### config.mk
export PLATFORM = sky130hd
export DESIGN_NAME = vga_text_ctrl
export DESIGN_NICKNAME = d
export VERILOG_FILES = /design/src/rtl/vga_text_ctrl.sv
export SDC_FILE = /design/constraint.sdc
export NUM_CORES = 1
export LEC_CHECK = 0
export CAP_MARGIN = 10
export CORE_UTILIZATION = 45
export DETAILED_ROUTE_END_ITERATION = 10
export PLACE_DENSITY = 0.85
export SYNTH_ARGS = -nofsm -noshare
export SYNTH_HDL_FRONTEND = slang
export SYNTH_SLANG_ARGS = --single-unit
### constraint.sdc
create_clock -name clk -period 4.6 [get_ports clk]
set_input_delay 0.92 -clock clk [delete_from_list [all_inputs] [get_ports clk]]
set_output_delay 0.92 -clock clk [all_outputs]
set_load 0.01 [all_outputs]
### src/rtl/vga_text_ctrl.sv
// Character console writer: turns a byte stream into glyph writes on the 80x30 framebuffer, plus clear.
// Latency: printable char accepted -> font_rd next cycle -> wr two cycles after that; 1 char / 3 cycles.
// Backpressure: in_ready low outside IDLE, during a pending clear, or while clr_req/rst are high. Macro: VGA_TEXT_CLEAR_ON_RST_EN.
module vga_text_ctrl #(
  parameter int COLS    = 80,
  parameter int ROWS    = 30,
  parameter int GLYPH_W = 128
) (
  input  logic               clk,
  input  logic               rst,
  input  logic               in_valid,
  input  logic [7:0]         in_data,
  output logic               in_ready,
  input  logic               clr_req,
  output logic               font_rd,
  output logic [7:0]         font_addr,
  input  logic [GLYPH_W-1:0] font_data,
  output logic               wr,
  output logic [GLYPH_W-1:0] w_data,
  output logic [6:0]         w_col,
  output logic [4:0]         w_row,
  output logic [6:0]         cur_col,
  output logic [4:0]         cur_row,
  output logic               busy
);

  typedef enum logic [1:0] {IDLE, FETCH, WRITE, CLEAR} state_t;

`ifdef VGA_TEXT_CLEAR_ON_RST_EN
  localparam state_t RST_STATE = CLEAR;
`else
  localparam state_t RST_STATE = IDLE;
`endif

  localparam logic [6:0] COL_LAST = 7'(COLS - 1);
  localparam logic [4:0] ROW_LAST = 5'(ROWS - 1);

  state_t     state, state_nx;
  logic       pend;      // clear requested while a character was in flight
  logic       blank;     // current WRITE is a backspace erase, not a glyph
  logic [6:0] clr_col;
  logic [4:0] clr_row;
  logic       accept;
  logic       printable;
  logic       last_cell;
  logic       at_home;
  logic [4:0] row_inc;

  assign in_ready  = (state == IDLE) && !pend && !clr_req && !rst;
  assign accept    = in_valid && in_ready;
  assign busy      = (state != IDLE) || pend;
  assign printable = (in_data >= 8'h20) && (in_data <= 8'h7E);
  assign last_cell = (clr_col == COL_LAST) && (clr_row == ROW_LAST);
  assign at_home   = (cur_col == 7'd0) && (cur_row == 5'd0);
  assign row_inc   = (cur_row == ROW_LAST) ? 5'd0 : cur_row + 5'd1;

  // State register
  always_ff @(posedge clk) begin
    if (rst) state <= RST_STATE;
    else     state <= state_nx;
  end

  // Next-state decode
  always_comb begin
    state_nx = state;
    case (state)
      IDLE: begin
        if (clr_req) begin
          state_nx = CLEAR;
        end else if (accept) begin
          if (printable)                           state_nx = FETCH;
          else if (in_data == 8'h0C)               state_nx = CLEAR;
          else if ((in_data == 8'h08) && !at_home) state_nx = WRITE;
        end
      end
      FETCH:   state_nx = WRITE;
      WRITE:   state_nx = (pend || clr_req) ? CLEAR : IDLE;
      CLEAR:   if (last_cell) state_nx = IDLE;
      default: state_nx = IDLE;
    endcase
  end

  // Datapath: font read, framebuffer write port, cursor and clear sweep
  always_ff @(posedge clk) begin
    if (rst) begin
      wr        <= 1'b0;
      font_rd   <= 1'b0;
      font_addr <= 8'd0;
      w_data    <= '0;
      w_col     <= 7'd0;
      w_row     <= 5'd0;
      cur_col   <= 7'd0;
      cur_row   <= 5'd0;
      pend      <= 1'b0;
      blank     <= 1'b0;
      clr_col   <= 7'd0;
      clr_row   <= 5'd0;
    end else begin
      wr      <= 1'b0;
      font_rd <= 1'b0;
      case (state)
        IDLE: begin
          if (accept) begin
            if (printable) begin
              font_rd   <= 1'b1;
              font_addr <= in_data;
              blank     <= 1'b0;
            end else if (in_data == 8'h0D) begin
              cur_col <= 7'd0;
            end else if (in_data == 8'h0A) begin
              cur_col <= 7'd0;
              cur_row <= row_inc;
            end else if (in_data == 8'h08) begin
              // Step back first so the erase lands on the new cursor cell
              if (cur_col != 7'd0) begin
                cur_col <= cur_col - 7'd1;
                blank   <= 1'b1;
              end else if (cur_row != 5'd0) begin
                cur_col <= COL_LAST;
                cur_row <= cur_row - 5'd1;
                blank   <= 1'b1;
              end
            end
          end
        end
        FETCH: begin
          if (clr_req) pend <= 1'b1;
        end
        WRITE: begin
          wr     <= 1'b1;
          w_data <= blank ? '0 : font_data;
          w_col  <= cur_col;
          w_row  <= cur_row;
          if (clr_req) pend <= 1'b1;
          if (!blank) begin
            if (cur_col == COL_LAST) begin
              cur_col <= 7'd0;
              cur_row <= row_inc;
            end else begin
              cur_col <= cur_col + 7'd1;
            end
          end
        end
        CLEAR: begin
          wr     <= 1'b1;
          w_data <= '0;
          w_col  <= clr_col;
          w_row  <= clr_row;
          if (last_cell) begin
            clr_col <= 7'd0;
            clr_row <= 5'd0;
            cur_col <= 7'd0;
            cur_row <= 5'd0;
            pend    <= 1'b0;
          end else if (clr_col == COL_LAST) begin
            clr_col <= 7'd0;
            clr_row <= clr_row + 5'd1;
          end else begin
            clr_col <= clr_col + 7'd1;
          end
        end
        default: ;
      endcase
    end
  end

endmodule

Word level (Yosys, flattened, before mapping)
Index checks and enable logic that the tools add are counted.
- equal/unequal tests: 27
- magnitude comparators: 2
- bitwise gates (word level): 2
- add/subtract/negate cells: 6
- reduce and logical (&&, ||, !) cells: 36
- mux-type cells: 50
- operator list (kind ; count):
    128-bit one-hot mux with 2 select lines ; 1
    128-bit 2-to-1 mux ; 1
    7-bit 2-to-1 mux ; 12
    5-bit 2-to-1 mux ; 13
    8-bit by 4-bit == test with 1-bit output, second input constant ; 4
    7-bit one-hot mux with 3 select lines ; 1
    2-bit != test, second input constant ; 8
    5-bit one-hot mux with 3 select lines ; 1
    7-bit by 1-bit adder with 7-bit output, second input constant ; 2
    7-bit == test, second input constant ; 2
    2-bit 2-to-1 mux ; 7
    7-bit one-hot mux with 2 select lines ; 1
    5-bit by 1-bit adder with 5-bit output, second input constant ; 2
    5-bit == test, second input constant ; 2
    1-bit 2-to-1 mux ; 10
    5-bit one-hot mux with 2 select lines ; 1
    10-bit AND reduction ; 1
    2-bit nonzero test ; 5
    3-bit AND reduction ; 3
    8-bit by 6-bit greater-or-equal comparator with 1-bit output, second input constant ; 1
    8-bit by 7-bit <= comparator with 1-bit output, second input constant ; 1
    1-bit logical AND ; 8
    2-bit one-hot mux with 4 select lines ; 1
    7-bit logical NOT ; 1
    other kinds (24) ; 34
- output and inout port bits: 164
- flip-flop bits (word level): 178
- bits of input ports: 140
- word-level logic and storage cells: 136

Longest topological paths before layout
- depth in word-level cells: 10
- gate-level depth with buffers: 9
- gate-level depth less buffers: 7

Least setup slack after synthesis
OpenSTA, ideal clock, no wires.
- path type: input to register
- start point: input port clr_req
- end point: register cur_col[0]
- library setup time: 142 ps
- stages: 7
- setup slack: 2162 ps
- data required time: 4458 ps
- buffers on the path: 2
- data arrival time: 2296 ps
- cells stage by stage: or4b_1 -> a221oi_2 -> and2_1 -> buf_6 -> and2_4 -> buf_6 -> a311oi_1
- cells in the longest elaborated chain, start to end: 6
- RTL lines (what ; RTL line ; source):
    start: declaration ; 14 ; input logic clr_req,
    1-bit logical NOT ; 49 ; assign in_ready = (state == IDLE) && !pend && !clr_req && !rst;
    1-bit logical AND (2 in series) ; 49 ;
    1-bit logical AND ; 50 ; assign accept = in_valid && in_ready;
    2-bit != test (no source line) ; n/a ;
    7-bit AND reduction (no source line) ; n/a ;
    end signal: assignment ; 116 ; cur_col <= cur_col - 7'd1;
    end signal: assignment ; 140 ; cur_col <= cur_col + 7'd1;
    end: declaration ; 22 ; output logic [6:0] cur_col,
No other way between the ends.
A chain may end at the register's enable or synchronous reset.

Final worst setup path
- start point: input port rst
- end point: output port in_ready
- cells in the longest elaborated chain, start to end: 2
- RTL lines (what ; RTL line ; source):
    start: declaration ; 10 ; input logic rst,
    1-bit logical NOT ; 49 ;
    1-bit logical AND ; 49 ;
    end: declaration ; 13 ; output logic in_ready,
No other way between the ends.

==> impl_metrics.yaml <==
sta:
  min_period_over_period_pct: 73.7
  timing.final.hold_violations: 0
  clock_skew_ps: 9.67
  timing.final.setup_violations: 0
  worst_slew_margin_rel_pct: 33.7
  grt_setup_unrepaired: "false"
  report.final.slew_viol_count: 0
  max_clock_freq_mhz: 295
  fin_tns_setup_ps: 0
  min_period_ps: 3390
  transition_time_at_the_pin_with_the_least_slew_margin_ps: 994
  setup_slack_ps: 1210
clocking:
  clockRootBuffer: "sky130_fd_sc_hd__clkbuf_16"
  post_cts_resize_count: 0
  postCtsSetupBuffers: 0
  worst_skew_pair.late_latency_ps: 420
  cts_inserted_buffers: 17
  max-clock-path-buffers: 2
  clk_transition_reported_paths_ps: 60
  cts.sinks: 178
  hold_buffers: 0
  tritoncts_clock_tree: "yes"
  htreeDepth: 4
global_route:
  grt_usage_pct: 27.6
  grt_pass1_vias: 6117
  grt_first_pass_wirelength_mm: 33.6
  globalRouteOverflowTotal: 0
  grt_antenna_before_repair: 0
  grt_start_max_net_pins: 79
die:
  initial_utilization_pct: 46.8
  io_pins: 304
  die_y_microns: 126
  std_cell_rows: 44
  floorplan_die_area_sq_mm: 0.0158
  core_box_area_sq_mm: 0.0147
  die_w_microns: 126
final_layout:
  drive_above_1_share_pct: 6.21
  area_delta_synth_final_pct: 53.7
  number_of_antenna_repair_diodes: 0
  post_layout_inst_area_sq_mm: 0.0106
  final_nets: 1092
  layout.cells.most_common_list: "sky130_fd_sc_hd__clkdlybuf4s50_1, sky130_fd_sc_hd__dfxtp_1, sky130_fd_sc_hd__a22o_1"
  layout_commonest_cell: "sky130_fd_sc_hd__clkdlybuf4s50_1"
synthesis:
  area_share_of_fa_ha_maj_cells_after_synthesis_pct: 2.73
  synth_enable_flop_cells: 0
  synth.yosys.seq_area_share_pct: 51.8
  average_footprint_of_a_synthesized_cell_sq_um: 10.5
  ys_ff_latch: 178
  post_synth_and_or_nand_nor_area_fraction_pct: 10.8
  synth_top_family_by_area: "compound AO/OA/AOI/OAI gates"
  synth.cell_area_sq_mm: 0.00688
  synth.distinct_cells: 67
  synth_cells: 657
  post_synth_xor_area_fraction_pct: 1.15
  synthesis.nets: 812
  synth-warning-count: 0
  synthMuxAreaShare_pct: 3.22
  ys_dominant_reg_cell: "sky130_fd_sc_hd__dfxtp_1"
  asyncSetResetFlopFracSynth_pct: 0
  synth_compound_gate_area_share_pct: 26.4
drt:
  postRouteWirelength_mm: 21.9
  antenna_left: 0
  vias: 6353
  drt_iter0_markers: 573
  vias_per_cell: 5.60
  drc_violations_left: 8
  route.detailed.wl_per_inst_microns: 19.3
  drtPass1Iterations: 9
worst_hold_path:
  min_to: "w_data[96]"
  whs_path_depth: 1
  holdCritPathClass: "register to register"
  hold_path_startpoint: "w_data[96]"
place:
  placement.setup.worst_slack_ps: 1230
  place_congestion: 0.870
  post-dp-hpwl_mm: 15.3
  portBuffers: 303
  cell_area_placed_sq_mm: 0.00999
worst_setup_path:
  reg2reg_from: "state[0]"
  critical_path_arrival_ps: 2470
  critical_path.reg2reg.endpoint: "w_data[115]"
  worstPathMaxFanout: 51
  worst_ep_required_time_ps: 3680
  path_class: "input port to output pin"
  register_to_register_setup_slack_ps: 1590
  reg2reg_depth: 8
  cp-end-kind: "output pin"
  crit_path_start_kind: "input port"
flow_run:
  drv_cap: 0
pwr:
  irDropWorstVdd_uv: 378
  p_leak_nw: 3.98
  power.density_cell_area_mw_per_mm2: 561
run_status:
  status: "finished, violations left"
  failed_checks: "DRC"
==> critical path, stage by stage <==
cell                              delay (ps)
sky130_fd_sc_hd__buf_2                   740
sky130_fd_sc_hd__nor3_1                  130
sky130_fd_sc_hd__and2_1                  200
sky130_fd_sc_hd__clkdlybuf4s50_1         470
==> cell usage after synthesis (all sizes together), types with 2 or more instances <==
library cell	number	area [sq um]
o22ai	2	12.5
o221a	2	22.5
inv	19	71.3
nor4	4	40.0
xnor2	2	17.5
a31oi	4	25.0
o32ai	4	35.0
nor2	56	213
nand4	7	43.8
nand3	10	50.1
nor3b	4	35.0
a21oi	23	115
nand2	21	78.8
a211oi	5	37.5
a221oi	5	62.6
o21ai	19	95.1
xor2	7	61.3
o211ai	8	65.1
mux2i	21	210
a32o	3	30.0
and2	4	27.5
o211a	2	20.0
o41ai	2	36.3
nor4b	3	32.5
or4b	2	20.0
or3b	3	28.8
a311oi	5	43.8
ha	15	188
a22o	128	1120
a21o	2	15.0
dfxtp	178	3560
clkbuf	37	139
nor3	16	80.1
buf	11	60.1
nor2b	6	37.5
or2	3	18.8
==> where the power goes <==
group          switching [mW]  internal (mW)  total (mW)
sequential              0.287           1.86        2.15
clock                   0.608          0.794        1.40
combinational            1.18           1.19        2.37
==> area by class of cell <==
type                       instances  area, sq um
tap                              184          230
fill                            1072         4130
clock inverter                    11          101
timing repair buffer             309         3070
clock buffer                      21          470
inverter                          19         71.3
multi-input combinational        412         3060
sequential                       178         3560
==> metrics by stage <==
stage | cells | utilization [%] | power (mW) | hold WS, ps
after floorplan | 657 | - | 3.44 | 468
after global placement | 1102 | 68.0 | 4.46 | 456
after detailed placement | 1102 | 68.0 | 4.49 | 454
after CTS | 1134 | 71.9 | 5.92 | 475
after global routing | 1134 | 71.9 | 6.22 | 487
final | 1134 | 71.9 | 5.92 | 472
==> layer usage <==
layer	vias to the layer above	global-route usage (%)	share of wire (%)
met4	0	10.5	2.6
met1	3005	32.3	39
met3	37	9.71	8.6
li1	3018	-	-
met5	-	0	0
met2	293	46.3	50
==> cell families after synthesis <==
kind of cell             Yosys count
AO/OA/AOI/OAI                    222
XOR/XNOR                           9
adder cells (fa/ha/maj)           15
buffers and inverters             67
flip-flops                       178
multiplexers                      22
AND/OR/NAND/NOR                  144
==> worst max path at each step <==
stage	from	to	slack, ps	depth (start not counted)
finish	rst	in_ready	1210	4
global route	rst	in_ready	1130	4
CTS	rst	in_ready	1210	4
detailed placement	rst	in_ready	1230	4
global placement	rst	in_ready	1240	4
floorplan	clr_req	cur_col[0]	2160	7
==> flip-flops by register name, indices dropped and copies added, names as in the netlist <==
signal	cells
blank	1
font_rd	1
cur_col	7
font_addr	8
pend	1
cur_row	5
state	2
wr	1
clr_col	7
w_row	5
w_col	7
clr_row	5
w_data	128
(Power assumes the default switching activity.)
